--- src/rtl/exe_mem_stage.sv ---
// exe_mem_stage
//   EXE/MEM pipeline register placed directly after the ALU. Captures the ALU
//   result, store data, destination and memory/writeback controls of the
//   instruction in EXE, and owns the architectural {N,Z,C,V} status register.
//
// Ports
//   clk, rst_n       : clock (rising edge), asynchronous active-low reset
//   freeze           : MEM busy; hold every register
//   flush            : squash the instruction in EXE (bubble into MEM)
//   exe_valid        : EXE holds a real instruction
//   alu_result       : ALU result / memory address
//   alu_status       : ALU flags {N,Z,C,V}
//   s_bit            : instruction updates the status register
//   mem_read_in      : load
//   mem_write_in     : store
//   wb_en_in         : register writeback
//   dest_in          : destination register index
//   store_val_in     : store data
//   status_reg       : architectural {N,Z,C,V}
//   carry_out        : registered C flag, feeds the ALU carry input
//   mem_valid        : MEM holds a real instruction
//   mem_alu_result, mem_store_val, mem_dest, mem_read, mem_write, wb_en :
//                      registered values presented to MEM
module exe_mem_stage #(
    parameter int DATA_W = 32,
    parameter int REG_AW = 4
) (
    input  logic              clk,
    input  logic              rst_n,
    input  logic              freeze,
    input  logic              flush,
    input  logic              exe_valid,
    input  logic [DATA_W-1:0] alu_result,
    input  logic [3:0]        alu_status,
    input  logic              s_bit,
    input  logic              mem_read_in,
    input  logic              mem_write_in,
    input  logic              wb_en_in,
    input  logic [REG_AW-1:0] dest_in,
    input  logic [DATA_W-1:0] store_val_in,
    output logic [3:0]        status_reg,
    output logic              carry_out,
    output logic              mem_valid,
    output logic [DATA_W-1:0] mem_alu_result,
    output logic [DATA_W-1:0] mem_store_val,
    output logic [REG_AW-1:0] mem_dest,
    output logic              mem_read,
    output logic              mem_write,
    output logic              wb_en
);

    logic              w_advance;
    logic [3:0]        r_status;
    logic              r_valid;
    logic [DATA_W-1:0] r_result;
    logic [DATA_W-1:0] r_store_val;
    logic [REG_AW-1:0] r_dest;
    logic              r_read;
    logic              r_write;
    logic              r_wb_en;

    assign w_advance = ~freeze & ~flush & exe_valid;

    // Pipeline register: freeze has priority over flush; a non-advancing,
    // non-frozen cycle loads a fully zeroed bubble.
    always_ff @(posedge clk or negedge rst_n) begin
        if (!rst_n) begin
            r_valid     <= 1'b0;
            r_result    <= '0;
            r_store_val <= '0;
            r_dest      <= '0;
            r_read      <= 1'b0;
            r_write     <= 1'b0;
            r_wb_en     <= 1'b0;
        end else if (!freeze) begin
            if (w_advance) begin
                r_valid     <= 1'b1;
                r_result    <= alu_result;
                r_store_val <= store_val_in;
                r_dest      <= dest_in;
                r_read      <= mem_read_in;
                r_write     <= mem_write_in;
                r_wb_en     <= wb_en_in;
            end else begin
                r_valid     <= 1'b0;
                r_result    <= '0;
                r_store_val <= '0;
                r_dest      <= '0;
                r_read      <= 1'b0;
                r_write     <= 1'b0;
                r_wb_en     <= 1'b0;
            end
        end
    end

    // Status only changes when an S-suffixed instruction actually advances,
    // so a held instruction updates it exactly once and a squashed one never.
    always_ff @(posedge clk or negedge rst_n) begin
        if (!rst_n) begin
            r_status <= '0;
        end else if (w_advance && s_bit) begin
            r_status <= alu_status;
        end
    end

    assign status_reg     = r_status;
    assign carry_out      = r_status[1];
    assign mem_valid      = r_valid;
    assign mem_alu_result = r_result;
    assign mem_store_val  = r_store_val;
    assign mem_dest       = r_dest;
    assign mem_read       = r_read;
    assign mem_write      = r_write;
    assign wb_en          = r_wb_en;

endmodule
--- config.mk ---
export PLATFORM = sky130hd
export DESIGN_NAME = exe_mem_stage
export DESIGN_NICKNAME = d
export VERILOG_FILES = /design/src/rtl/exe_mem_stage.sv
export SDC_FILE = /design/constraint.sdc
export NUM_CORES = 1
export LEC_CHECK = 0
export BUFFER_PORTS_ARGS = -buffer_cell sky130_fd_sc_hd__buf_2
export CORE_UTILIZATION = 40
export CTS_CLUSTER_DIAMETER = 80
export DETAILED_ROUTE_END_ITERATION = 10
export HOLD_SLACK_MARGIN = 0.02
export PLACE_DENSITY = 0.67
export RECOVER_POWER = 25
export SYNTH_ARGS = -nofsm -noshare
export SYNTH_HDL_FRONTEND = slang
export SYNTH_SLANG_ARGS = --single-unit
export TNS_END_PERCENT = 100
--- constraint.sdc ---
create_clock -name clk -period 0.9 [get_ports clk]
set_clock_uncertainty 0.05 [all_clocks]
set_input_delay 0.18 -clock clk [delete_from_list [all_inputs] [get_ports clk]]
set_output_delay 0.18 -clock clk [all_outputs]
set_load 0.05 [all_outputs]
# Word-level counts from Yosys, hierarchy flattened
# Index checks and enable logic that the tools add are counted.
# totals
output_inout_bits,77
regBits,76
word_cells,20
# classes
bitwise_logic,4
n_reduce_logical,1
muxes,7
# op_table
op,n
2-to-1 mux 32 bit,2
2-to-1 mux 1 bit,4
2-to-1 mux 4 bit,1
bitwise AND 1 bit,2
inverter 1 bit,2
logical AND 1 bit,1

# Longest topological paths before layout
# logic_depth
word_depth,4
mapped_depth,5
depth_no_buf,2

# Worst setup path after synthesis
# OpenSTA, ideal clock, no wires.
# synth_path
path_type,reg-to-output
start,"reg r_status[1], in the netlist status_reg[1]"
end,out status_reg[1]
slack_ns,-0.234
stages_incl_launch_ff,2
required_time_ns,0.670
path_buffers,1
arrival_time_ns,0.904
path_cell_list,dfrtp_1 buf_4
# synth_rtl
element,line,source
start: declaration,53,logic [3:0] r_status;
start signal: assignment,102,r_status <= alu_status;
end: declaration,41,"output logic [3:0] status_reg,"
# No word-level cell between the ends.

# Worst setup path in the final report
# layout_path
start,"reg r_status[1], in the netlist status_reg[1]"
end,out carry_out
# layout_rtl
element,line,source
end: declaration,42,"output logic carry_out,"
# No word-level cell between the ends.

==> results.ini <==
[worst_setup_path]
cp_num_buf_inv=1
r2r_setup_slack_ps=-40
r2r-start=status_reg[3]
cp-startpoint=status_reg[1]
cp_slowest_cell=dfrtp_2
r2r_cells=2
critPathMaxFanout=3
r2r_end=status_reg[3]
arrival_ps=940
crit_type=register to output pin
end_kind=output pin
cp_top_family=flip-flops
cp.required_ps=670
crit_chain=buf_6
slowest_delay_ps=440
startpoint_type=register

[min_path]
hold_path_end=mem_store_val[2]
whs_path_depth=3
hold_path.class=input port to register
hold_path.startpoint=store_val_in[2]

[synth]
synth_seq_cells=76
syn_inst=322
synthesis.nets=403
synth_area_per_cell_sq_um=9.88
ys_warn_count=0
syn-cell-area_sq_um=3180
netlist-cell-type-count=12
synth-seq-area-share=0.598

[clock_tree]
clockRootBuffer=clkbuf_8
cts_buffer_depth=2
cts_tree=done
htreeDepth=3
cts.reportedPaths.clkPinSlew_ps=80
cts_buffers=9
clk_latency_ps=330
clock_sinks=76

[route]
vias=2896
routed_wl_mm=8.29
drt_first_iter_violations=96
dr.pass1.iters=4
postRouteAntennaNets=0
routedWlPerCell_microns=13.3
avgViaCountPerCell=4.64
drc=0

[layout]
synthToLayoutAreaGrowth_pct=64.9
fin_area_sq_um=5250
seqCellArea_sq_um=1960
final_nets=598
multiInputGateArea_sq_um=1160
nFillCells=593
drive_gt1_frac=0.492
insertedDiodeCount=0

[global_route]
antenna_found_initial=0
grt_pass1_wl_mm=13.5
grt_max_degree=53
overflow=0
grt_pass1_vias=2880
grt_use_total=0.205

[timing]
min_period_ps=1170
setup_tns_ps=-18250
fin_ws_ps=-266
fmax_ghz=0.858
maxSlewViolCount=0
tightest_slew_ps=451
finalSetupViolCount=104
final-hold-violation-count=0
maxSlewHeadroom=0.699
rsz0062_at_grt=true
post-route-period-util=1.30

[pwr]
ir_drop_v=0.000869
p_leak_nw=2.46
power_density_nw_per_um2=1650

[outcome]
status=finished with violations
violations=setup timing

[place]
postPlaceCellArea_sq_um=4190
place_congestion=0.715
hpwl_mm=5.19
place.port_buffers=157

[floorplan]
die_x_microns=91.2
die_h_microns=91.2
initial_core_util=0.412
die_area_sq_um=8320
fp-row-count=32
ioPinCount=158
core_area_sq_um=7730

[flow_run]
cap_violations=0

-- power by group --
| group | internal, W | total, W | switching, W |
|---|---|---|---|
| combinational | 0.000949 | 0.00228 | 0.00133 |
| sequential | 0.00366 | 0.00383 | 0.000174 |
| clock | 0.00128 | 0.00254 | 0.00126 |
-- Yosys cell counts --
master / number / area share
o21ai_1: 23 / 0.036
clkbuf_2: 2 / 0.0031
o21ai_0: 49 / 0.077
mux2_4: 4 / 0.019
nand2b_1: 72 / 0.14
buf_2: 12 / 0.019
dfrtp_1: 76 / 0.60
buf_4: 1 / 0.0024
and4bb_4: 1 / 0.0051
nand2_1: 72 / 0.085
buf_6: 1 / 0.0035
clkbuf_1: 9 / 0.011
-- timing repair --
action / CTS / global route
hold buffers: 24 / 0
endpoints found under the hold margin: 99 / 0
cloned: 0 / 0
setup buffers: 9 / 10
gates resized for setup: 154 / 8
setup endpoints to repair: 77 / 81
pin swaps: 0 / 0
-- area by class of cell --
| cell class | instances | area share |
|---|---|---|
| clock inverters | 6 | 0.0124 |
| flip-flops and latches | 76 | 0.374 |
| multi-input cells | 221 | 0.222 |
| well taps | 102 | 0.0243 |
| clock buffers | 10 | 0.0243 |
| repair buffers | 209 | 0.342 |
-- through the flow --
step / instances / setup WS, ps / total power [W] / util / hold slack [ps]
2_1_floorplan: 322 / -197 / 0.00507 / - / -166
3_3_place_gp: 566 / -230 / 0.00565 / 0.543 / 5.52
3_5_place_dp: 566 / -252 / 0.00568 / 0.543 / 8.02
4_1_cts: 615 / -282 / 0.00869 / 0.670 / 20.0
5_1_grt: 624 / -293 / 0.00904 / 0.679 / 40.0
6_report: 624 / -266 / 0.00865 / 0.679 / 32.6
-- how the worst max path moves through the flow --
| stage | endpoint | slack [ps] | cells after the start |
|---|---|---|---|
| after floorplan | status_reg[1] | -200 | 3 |
| after global placement | status_reg[1] | -230 | 3 |
| after detailed placement | status_reg[2] | -250 | 3 |
| after CTS | status_reg[1] | -280 | 1 |
| after global routing | carry_out | -290 | 1 |
| final | carry_out | -270 | 1 |
-- cell usage in the layout (no fill, tap or decap), drive strengths merged --
cell type,count
buf,181
dfrtp,76
nand2b,72
nand2,72
o21ai,72
dlygate4sd3,22
clkbuf,14
mux2,4
clkinvlp,4
dlymetal6s4s,2
and4bb,1
clkinv,1
bufinv,1
-- per-layer routing --
metal  vias to the layer above  track usage  part of all wire
met3                        22       0.0402             0.047
met4                         0        0.115             0.034
met1                      1363        0.254              0.41
met5                         -            0                 0
li1                       1418            -                 -
met2                        93        0.336              0.51
-- cells by family (layout without fill, tap and decap cells) --
logic type,Yosys count,count (layout),share of synthesized area
AND/OR/NAND/NOR,145,145,0.232
buffers and inverters,25,225,0.0385
AO/OA/AOI/OAI,72,72,0.113
multiplexers,4,4,0.0189
flip-flops,76,76,0.598
Power figures use the tool's default switching activity.
